### config.mk
export PLATFORM = sky130hd
export DESIGN_NAME = seg7_scan_capture
export DESIGN_NICKNAME = d
export VERILOG_FILES = /design/src/rtl/seg7_pkg.sv /design/src/rtl/seg7_scan_capture_decode.sv /design/src/rtl/seg7_scan_capture.sv
export SDC_FILE = /design/constraint.sdc
export NUM_CORES = 1
export LEC_CHECK = 0
export CORE_MARGIN = 5
export CORE_UTILIZATION = 50
export DETAILED_ROUTE_END_ITERATION = 10
export PLACE_DENSITY = 0.75
export RECOVER_POWER = 25
export SYNTH_ARGS = -nofsm -noshare
export SYNTH_HDL_FRONTEND = slang
export SYNTH_SLANG_ARGS = --single-unit
### constraint.sdc
create_clock -name clk -period 2.27 [get_ports clk]
set_input_delay 0.454 -clock clk [delete_from_list [all_inputs] [get_ports clk]]
set_output_delay 0.454 -clock clk [all_outputs]
set_load 0.02 [all_outputs]
### src/rtl/seg7_pkg.sv
// Shared types and segment pattern constants for the 7-segment readback path.
package seg7_pkg;

    typedef logic [6:0] seg7_t;

    // Active-low patterns, bit order {G,F,E,D,C,B,A}
    localparam seg7_t SEG_0     = 7'h40;
    localparam seg7_t SEG_1     = 7'h79;
    localparam seg7_t SEG_2     = 7'h24;
    localparam seg7_t SEG_3     = 7'h30;
    localparam seg7_t SEG_4     = 7'h19;
    localparam seg7_t SEG_5     = 7'h12;
    localparam seg7_t SEG_6     = 7'h02;
    localparam seg7_t SEG_7     = 7'h78;
    localparam seg7_t SEG_8     = 7'h00;
    localparam seg7_t SEG_9     = 7'h10;
    localparam seg7_t SEG_A     = 7'h08;
    localparam seg7_t SEG_B     = 7'h03;
    localparam seg7_t SEG_C     = 7'h46;
    localparam seg7_t SEG_D     = 7'h21;
    localparam seg7_t SEG_E     = 7'h06;
    localparam seg7_t SEG_F     = 7'h0E;
    localparam seg7_t SEG_BLANK = 7'h7F;

    typedef enum logic {S_TRACK, S_HOLD} cap_state_e;

    typedef struct packed {
        logic [3:0] val;
        logic       blank;
        logic       bad;
    } seg7_dec_t;

endpackage

### src/rtl/seg7_scan_capture_decode.sv
// Combinational segment-pattern to nibble decoder.
// Hex letters A-F are recognised only when SEG7_HEX_EN is defined.
module seg7_pattern_decode
    import seg7_pkg::*;
(
    input  seg7_t     seg,
    output seg7_dec_t dec
);

    // Pattern lookup; unknown patterns decode as invalid
    always_comb begin
        dec = '{val: 4'hF, blank: 1'b0, bad: 1'b1};
        case (seg)
            SEG_0:     dec = '{val: 4'h0, blank: 1'b0, bad: 1'b0};
            SEG_1:     dec = '{val: 4'h1, blank: 1'b0, bad: 1'b0};
            SEG_2:     dec = '{val: 4'h2, blank: 1'b0, bad: 1'b0};
            SEG_3:     dec = '{val: 4'h3, blank: 1'b0, bad: 1'b0};
            SEG_4:     dec = '{val: 4'h4, blank: 1'b0, bad: 1'b0};
            SEG_5:     dec = '{val: 4'h5, blank: 1'b0, bad: 1'b0};
            SEG_6:     dec = '{val: 4'h6, blank: 1'b0, bad: 1'b0};
            SEG_7:     dec = '{val: 4'h7, blank: 1'b0, bad: 1'b0};
            SEG_8:     dec = '{val: 4'h8, blank: 1'b0, bad: 1'b0};
            SEG_9:     dec = '{val: 4'h9, blank: 1'b0, bad: 1'b0};
            SEG_BLANK: dec = '{val: 4'hF, blank: 1'b1, bad: 1'b0};
`ifdef SEG7_HEX_EN
            SEG_A:     dec = '{val: 4'hA, blank: 1'b0, bad: 1'b0};
            SEG_B:     dec = '{val: 4'hB, blank: 1'b0, bad: 1'b0};
            SEG_C:     dec = '{val: 4'hC, blank: 1'b0, bad: 1'b0};
            SEG_D:     dec = '{val: 4'hD, blank: 1'b0, bad: 1'b0};
            SEG_E:     dec = '{val: 4'hE, blank: 1'b0, bad: 1'b0};
            SEG_F:     dec = '{val: 4'hF, blank: 1'b0, bad: 1'b0};
`endif
            default:   dec = '{val: 4'hF, blank: 1'b0, bad: 1'b1};
        endcase
    end

endmodule

### src/rtl/seg7_scan_capture.sv
// Readback receiver for the multiplexed 7-segment bus: settles, decodes and assembles digit frames.
// Build option SEG7_HEX_EN enables decoding of hex letters A-F (ports unchanged).
module seg7_scan_capture
    import seg7_pkg::*;
#(
    parameter int NUM_DIGITS    = 4,
    parameter int STABLE_CYCLES = 8
) (
    input  logic                    clk,
    input  logic                    rst,
    input  logic [6:0]              seg_in,
    input  logic [NUM_DIGITS-1:0]   an_in,
    output logic [4*NUM_DIGITS-1:0] digits_out,
    output logic [NUM_DIGITS-1:0]   blank_out,
    output logic                    frame_valid,
    output logic                    frame_err
);

    localparam int SW = NUM_DIGITS + 7;
    localparam int CW = $clog2(STABLE_CYCLES + 1);

    logic [SW-1:0]         sync_r;
    logic [SW-1:0]         sample_r;
    logic [CW-1:0]         cnt_r;
    cap_state_e            state_r;
    logic [NUM_DIGITS-1:0] seen_r;
    logic                  err_r;
    logic [3:0]            slot_val_r   [NUM_DIGITS];
    logic [NUM_DIGITS-1:0] slot_blank_r;

    logic                  same_s;
    logic                  commit_s;
    logic [NUM_DIGITS-1:0] an_low_s;
    logic                  one_hot_s;
    logic                  multi_s;
    logic [NUM_DIGITS-1:0] wr_mask_s;
    logic                  err_set_s;
    seg7_t                 seg_s;
    seg7_dec_t             dec_s;

    assign seg_s = sample_r[6:0];

    seg7_pattern_decode u_decode (
        .seg (seg_s),
        .dec (dec_s)
    );

    // Two-stage synchronizer and stability counter; the second stage doubles
    // as the previous sample, so a change is seen as soon as stage one differs.
    always_ff @(posedge clk or posedge rst) begin
        if (rst) begin
            sync_r   <= {SW{1'b1}};
            sample_r <= {SW{1'b1}};
            cnt_r    <= {CW{1'b0}};
        end else begin
            sync_r   <= {an_in, seg_in};
            sample_r <= sync_r;
            if (sync_r != sample_r) begin
                cnt_r <= {CW{1'b0}};
            end else if (cnt_r != CW'(STABLE_CYCLES)) begin
                cnt_r <= cnt_r + CW'(1);
            end else begin
                cnt_r <= cnt_r;
            end
        end
    end

    // Commit qualification and anode classification
    always_comb begin
        same_s    = (sync_r == sample_r);
        commit_s  = 1'b0;
        an_low_s  = ~sample_r[SW-1:7];
        one_hot_s = 1'b0;
        multi_s   = 1'b0;
        wr_mask_s = {NUM_DIGITS{1'b0}};
        err_set_s = 1'b0;
        if ((state_r == S_TRACK) && same_s && (cnt_r == CW'(STABLE_CYCLES - 1))) begin
            commit_s = 1'b1;
        end else begin
            commit_s = 1'b0;
        end
        if ((an_low_s & (an_low_s - NUM_DIGITS'(1))) != {NUM_DIGITS{1'b0}}) begin
            multi_s = 1'b1;
        end else begin
            one_hot_s = (an_low_s != {NUM_DIGITS{1'b0}});
        end
        if (commit_s && one_hot_s) begin
            wr_mask_s = an_low_s;
            err_set_s = dec_s.bad;
        end else if (commit_s && multi_s) begin
            err_set_s = 1'b1;
        end else begin
            wr_mask_s = {NUM_DIGITS{1'b0}};
            err_set_s = 1'b0;
        end
    end

    // Capture FSM, slot storage and frame hand-off
    always_ff @(posedge clk or posedge rst) begin
        if (rst) begin
            state_r      <= S_TRACK;
            seen_r       <= {NUM_DIGITS{1'b0}};
            err_r        <= 1'b0;
            slot_blank_r <= {NUM_DIGITS{1'b1}};
            for (int i = 0; i < NUM_DIGITS; i++) begin
                slot_val_r[i] <= 4'hF;
            end
            digits_out   <= {(4*NUM_DIGITS){1'b1}};
            blank_out    <= {NUM_DIGITS{1'b1}};
            frame_valid  <= 1'b0;
            frame_err    <= 1'b0;
        end else begin
            case (state_r)
                S_TRACK: state_r <= commit_s ? S_HOLD : S_TRACK;
                S_HOLD:  state_r <= same_s ? S_HOLD : S_TRACK;
                default: state_r <= S_TRACK;
            endcase
            for (int i = 0; i < NUM_DIGITS; i++) begin
                if (wr_mask_s[i]) begin
                    slot_val_r[i]   <= dec_s.val;
                    slot_blank_r[i] <= dec_s.blank;
                end
            end
            // A commit landing on the hand-off edge belongs to the new frame
            if (seen_r == {NUM_DIGITS{1'b1}}) begin
                for (int i = 0; i < NUM_DIGITS; i++) begin
                    digits_out[4*i +: 4] <= slot_val_r[i];
                end
                blank_out   <= slot_blank_r;
                frame_err   <= err_r;
                frame_valid <= 1'b1;
                seen_r      <= wr_mask_s;
                err_r       <= err_set_s;
            end else begin
                frame_valid <= 1'b0;
                seen_r      <= seen_r | wr_mask_s;
                err_r       <= err_r | err_set_s;
            end
        end
    end

endmodule

* Word level (Yosys, flattened, before mapping)
Cells that the tools add are included.
Storage, ports and cells: memories 0, input port bits 13, bits in latches 0, memory bits (read-only) 0, flip-flop bits (word level) 74, output and inout bits 22, memory bits (writable) 0, logic and storage cells 63
Cells by class: bitwise operators 5, shift operators 0, multipliers 0, $add $sub $neg 2, mux-type cells 15, order comparisons 0, divide/modulo/power cells 0, eq/ne operators 15, reductions and logical operators 8
Operators with widths (number):
- $pmux 6 s11 | 1
- $eq 7x7->1 const B | 4
- $eq 7x5->1 const B | 3
- $mux 4 | 4
- $eq 7x6->1 const B | 2
- $eq 11x11->1 | 1
- $ne 11x11->1 | 1
- $mux 1 | 9
- $reduce_bool 4->1 | 2
- $eq 7x2->1 const B | 1
- $logic_not 7->1 | 1
- $add 4x1->4 const B | 1
- $and 4x4->4 | 1
- $eq 4x3->1 const B | 1
- $eq 4x4->1 const B | 1
- $logic_and 1x1->1 | 4
- $ne 4x4->1 const B | 1
- $not 4->4 | 1
- $or 4x4->4 | 1
- $sub 4x1->4 const B | 1
- $pmux 1 s2 | 1
- $reduce_bool 2->1 | 1
- $not 1->1 | 1
- $or 1x1->1 | 1

* Longest topological paths before layout
word-level depth 10, depth in mapped cells 7, depth with buffers taken out 6

* Hierarchy
A second synthesis with hierarchy kept.
Unflattened totals: cell total of the unflattened synthesis 272, area, all modules 3186.8 µm²
Modules (own cells, without submodules):
- seg7_scan_capture | cells an instance 226, seq. area each 1929.4 µm², area each 2880.3 µm², instances 1
- seg7_pattern_decode | cells an instance 46, seq. area each 0.0 µm², area each 306.5 µm², instances 1

* Worst setup path after synthesis
No wires, ideal clock.
kind register to register, from reg sample_r[2], to reg slot_blank_r[2], data arrival time 2.199 ns, cell stages (with the launch flop) 8, setup time 0.082 ns, slack -0.012 ns, clock period less this slack 2.282 ns, required time 2.188 ns, path buffers 2, cells stage by stage dfstp_2 -> clkbuf_1 -> xor2_1 -> nor4_4 -> nand3_2 -> or4_4 -> buf_6 -> mux2_4
Between the ends: cells in the longest elaborated chain, start to end 6, elaborated cells between the ends (all ways) 18, classes of those cells eq/ne (11); mux (3); reduce/logical (4)
Ends and longest elaborated chain:
- from (decl) | RTL line seg7_scan_capture.sv:23 | logic [SW-1:0] sample_r;
- from (signal assigned) | RTL line seg7_scan_capture.sv:53 | sample_r <= {SW{1'b1}};
- from (signal assigned) | RTL line seg7_scan_capture.sv:57 | sample_r <= sync_r;
- $eq 11x11->1 | RTL line seg7_scan_capture.sv:70 | same_s = (sync_r == sample_r);
- $logic_and 1x1->1 (2 in series) | RTL line seg7_scan_capture.sv:77 | if ((state_r == S_TRACK) && same_s && (cnt_r == CW'(STABLE_CYCLES - 1))) begin
- $mux 1 | RTL line seg7_scan_capture.sv:77
- $logic_and 1x1->1 | RTL line seg7_scan_capture.sv:87 | if (commit_s && one_hot_s) begin
- $mux 4 | RTL line seg7_scan_capture.sv:87
- to (signal assigned) | RTL line seg7_scan_capture.sv:104 | slot_blank_r <= {NUM_DIGITS{1'b1}};
- to (signal, indexed assignment) | RTL line seg7_scan_capture.sv:121 | slot_blank_r[i] <= dec_s.blank;
- to (decl) | RTL line seg7_scan_capture.sv:29 | logic [NUM_DIGITS-1:0] slot_blank_r;
Several ways; a longest one is shown, not always the timed one. A chain may end at the register's enable or synchronous reset.

* Final worst setup path
from reg sample_r[6], to reg slot_blank_r[2]
The elaborated chain is that of the path after synthesis.

==> results by group <==
Worst setup path
  – Largest delay contributor family on the critical path: simple AND/OR/NAND/NOR gates
  – Bufs and invs on worst path: 0
  – Slowest stage cell, crit path: dfstp_2
  – CP Class: reg -> reg
  – R2R setup slack: 0.15 ns
  – CP endpoint kind: flip-flop
  – R2R Path Start: sample_r[6]
  – Worst path max stage delay: 0.58 ns
  – Critical Path RT: 2.53 ns
  – FF-to-FF path depth: 5
  – Crit-path max FO: 6
  – RR Endpoint: slot_blank_r[2]
  – Critical path cell sequence: xor2_1 > nor4_4 > nand3_2 > or4_4 > mux2_4
  – CP Launch Type: flip-flop
  – Critical Path AT: 2.38 ns

Logic synthesis
  – Ys flop type: dfstp_2
  – Distinct cells, synth: 41
  – FF+latch count, synth: 74
  – Gate count of the mapped netlist: 270
  – Post-synth ARST share: 1.000
  – Synth warn: 0
  – Number of synthesized flops with an enable pin: 0
  – Synthesized Nets: 285
  – Post-synthesis instance area: 3074 sq um
  – Post-synthesis sequential area ratio: 0.6276
  – Syn Area/Cell: 11.39 sq um

Power and ir drop
  – Internal power: 1.928 mW
  – P per Cell Area: 662.8 nW/um^2
  – Share of power burned in registers: 0.565
  – Psw: 0.5232 mW
  – Clock share of power: 0.393
  – Comb power frac: 0.042
  – Sw Ratio: 0.2135
  – Worst VDD drop: 0.4795 mV
  – Leakage power: 1.552 nW

Timing
  – Slew Viols, Final: 0
  – Hold Slack: 0.3782 ns
  – Max-slew headroom: 0.1254
  – Final min period: 2.122 ns
  – Final setup TNS: 0 ns
  – Worst-Margin Slew: 1.312 ns
  – Final hold vios: 0
  – Crit share post-route: 0.9347
  – Final worst setup slack: 0.1483 ns
  – RSZ-0062 raised after global routing: no
  – Final setup viols: 0
  – Maximum clock rate: 471.3 MHz
  – Layout Skew: 0.01121 ns

Finish
  – Fin area: 3697 sq um
  – Layout Nets: 327
  – Core Util, Final: 0.6208
  – Area grow syn2layout: 20.27%
  – Ant diodes: 0
  – Share of cells above drive strength 1: 0.2658

CTS
  – Post-CTS Setup Inserts: 0
  – H-tree depth: 3
  – Hold Buf Count CTS: 0
  – Num CTS Buffers: 9
  – CTS clock-pin slew for the worst setup and hold paths: 0.07 ns
  – Root buffer cell: clkbuf_8
  – Clk sinks: 74
  – CTS tree: yes
  – CTS resizes: 0
  – Clock tree buffer depth: 2
  – Insertion delay to the later sink of the worst-skew pair: 0.33 ns

Detailed routing
  – Vias post-DR: 2010
  – WL final: 5418 microns
  – Routed vias/inst: 5.141
  – Routed Antenna Nets: 0
  – DRT Pass-1 Iters: 4
  – Residual DRC: 0
  – Drt first-iter violations: 90
  – Wirelength per Cell: 13.86 microns

GRT
  – Global-route wire length before repair: 9542 microns
  – Grt ovf: 0
  – Antenna violations before repair: 0
  – Vias in the first global route: 2051
  – GRT Resource Usage Total: 0.1592
  – Largest net degree at the start of global routing: 48

Die
  – Starting Density: 0.5162
  – Row Count: 28
  – Die X: 88.41 microns
  – Die area: 7816 sq um
  – DIE HEIGHT: 88.41 microns
  – Io pins: 35
  – Core area: 5956 sq um

Outcome
  – Status: completed

Place
  – Placed Area: 3516 sq um
  – Gp weighted congestion: 0.8033
  – Post-DP HPWL: 3861 microns
  – Port Buffers: 34
  – Dpl ws: 0.1410 ns

Worst hold path
  – HP Start: sync_r[10]
  – HP Class: reg -> reg
  – Hold Path Sink: sample_r[10]
  – Hold path cells: 0

Job
  – Maxcap violations: 0
[cells in the mapped netlist, types with 2 or more instances]
library cell   n  area, sq um
nor4_4         2        42.54
mux2_1         2        22.52
o21ai_0        8        40.04
nor3b_1        2        15.01
dfstp_2       62         1629
nor2_1         7        26.28
mux2i_1        7        70.07
nand2b_1       3        18.77
nand3_1        3        15.01
mux2_2         2        22.52
or3_1          2        12.51
o21ai_1        8        40.04
or2_2          2        12.51
buf_6          3        33.78
a221oi_1       2        17.52
mux2_4         2        30.03
nand2_1       71        266.5
xnor2_1        3        26.28
inv_1         12        45.04
a21oi_1        4        20.02
o31ai_1        2        15.01
xor2_1        11        96.34
nand4b_1       2        17.52
ha_1           2        25.02
nor3_1         4        20.02
a32oi_1        2        17.52
nand4_1        5        31.28
dfrtp_1       12        300.3
clkbuf_1      11        41.29
[routing by layer]
layer	track usage	up-vias	wire, microns
li1	-	980	-
met1	0.2064	965	2415
met2	0.2536	50	2618
met3	0.03538	15	268
met4	0.07830	0	116
met5	0	-	0
[layout make-up]
cell class	instances	area (sq um)
Sequential cell	74	1929
Clock buffer	12	145.1
Timing Repair Buffer	45	419.2
Multi-Input combinational cell	170	1025
Fill cell	502	2258
Tap cell	75	93.84
Clock inverter	3	40.04
Inverter	12	45.04
[metrics by stage]
stage                     instances  total power [mW]
after global routing            391             2.569
after floorplan                 270             1.474
after global placement          376             1.513
final                           391             2.451
after CTS                       391             2.495
after detailed placement        376             1.519
[worst max path at each step]
stage,from,to,slack (ns),cells past startpoint
CTS,sample_r[5],slot_blank_r[2],0.13,5
floorplan,sample_r[8],slot_blank_r[2],0.001,7
global placement,sample_r[5],slot_val_r[6],0.16,5
detailed placement,sample_r[5],slot_blank_r[2],0.14,5
finish,sample_r[6],slot_blank_r[2],0.15,5
global route,sample_r[5],slot_val_r[13],0.05,7
[placed cells by master (no fill, tap or decap), types with 10 or more instances in the layout]
cell,synthesis,layout
nand2_1,71,71
dfstp_2,62,51
clkdlybuf4s50_1,0,22
dfrtp_1,12,12
dlygate4sd3_1,0,12
inv_1,12,11
xor2_1,11,11
dfstp_1,0,11
clkbuf_8,0,10
buf_4,0,10
[cell families (layout without fill, tap and decap cells)]
| family | after synthesis | in the layout | synth area share |
|---|---|---|---|
| adders and majority gates | 3 | 3 | 0.01139 |
| AOI/OAI and AO/OA | 30 | 30 | 0.05902 |
| xor gates and xnor gates | 14 | 14 | 0.03989 |
| muxes | 13 | 13 | 0.04721 |
| buffers and inverters | 26 | 72 | 0.03907 |
| and+or+nand+nor | 110 | 110 | 0.1758 |
| DFF | 74 | 74 | 0.6276 |
[power by group through the flow]
stage / logic [mW] / registers [mW] / clock network (mW)
6_report: 0.104 / 1.38 / 0.963
5_1_grt: 0.116 / 1.39 / 1.06
4_1_cts: 0.111 / 1.39 / 0.995
3_5_place_dp: 0.111 / 1.41 / 0
3_3_place_gp: 0.108 / 1.41 / 0
2_1_floorplan: 0.0844 / 1.39 / 0
[registers in the layout, indices dropped and copies added (netlist names)]
name	cells
blank_out	4
cnt_r	4
digits_out	16
err_r	1
frame_err	1
frame_valid	1
sample_r	11
seen_r	4
slot_blank_r	4
slot_val_r	16
state_r	1
sync_r	11
No activity file was read; power rests on OpenSTA's default activity.
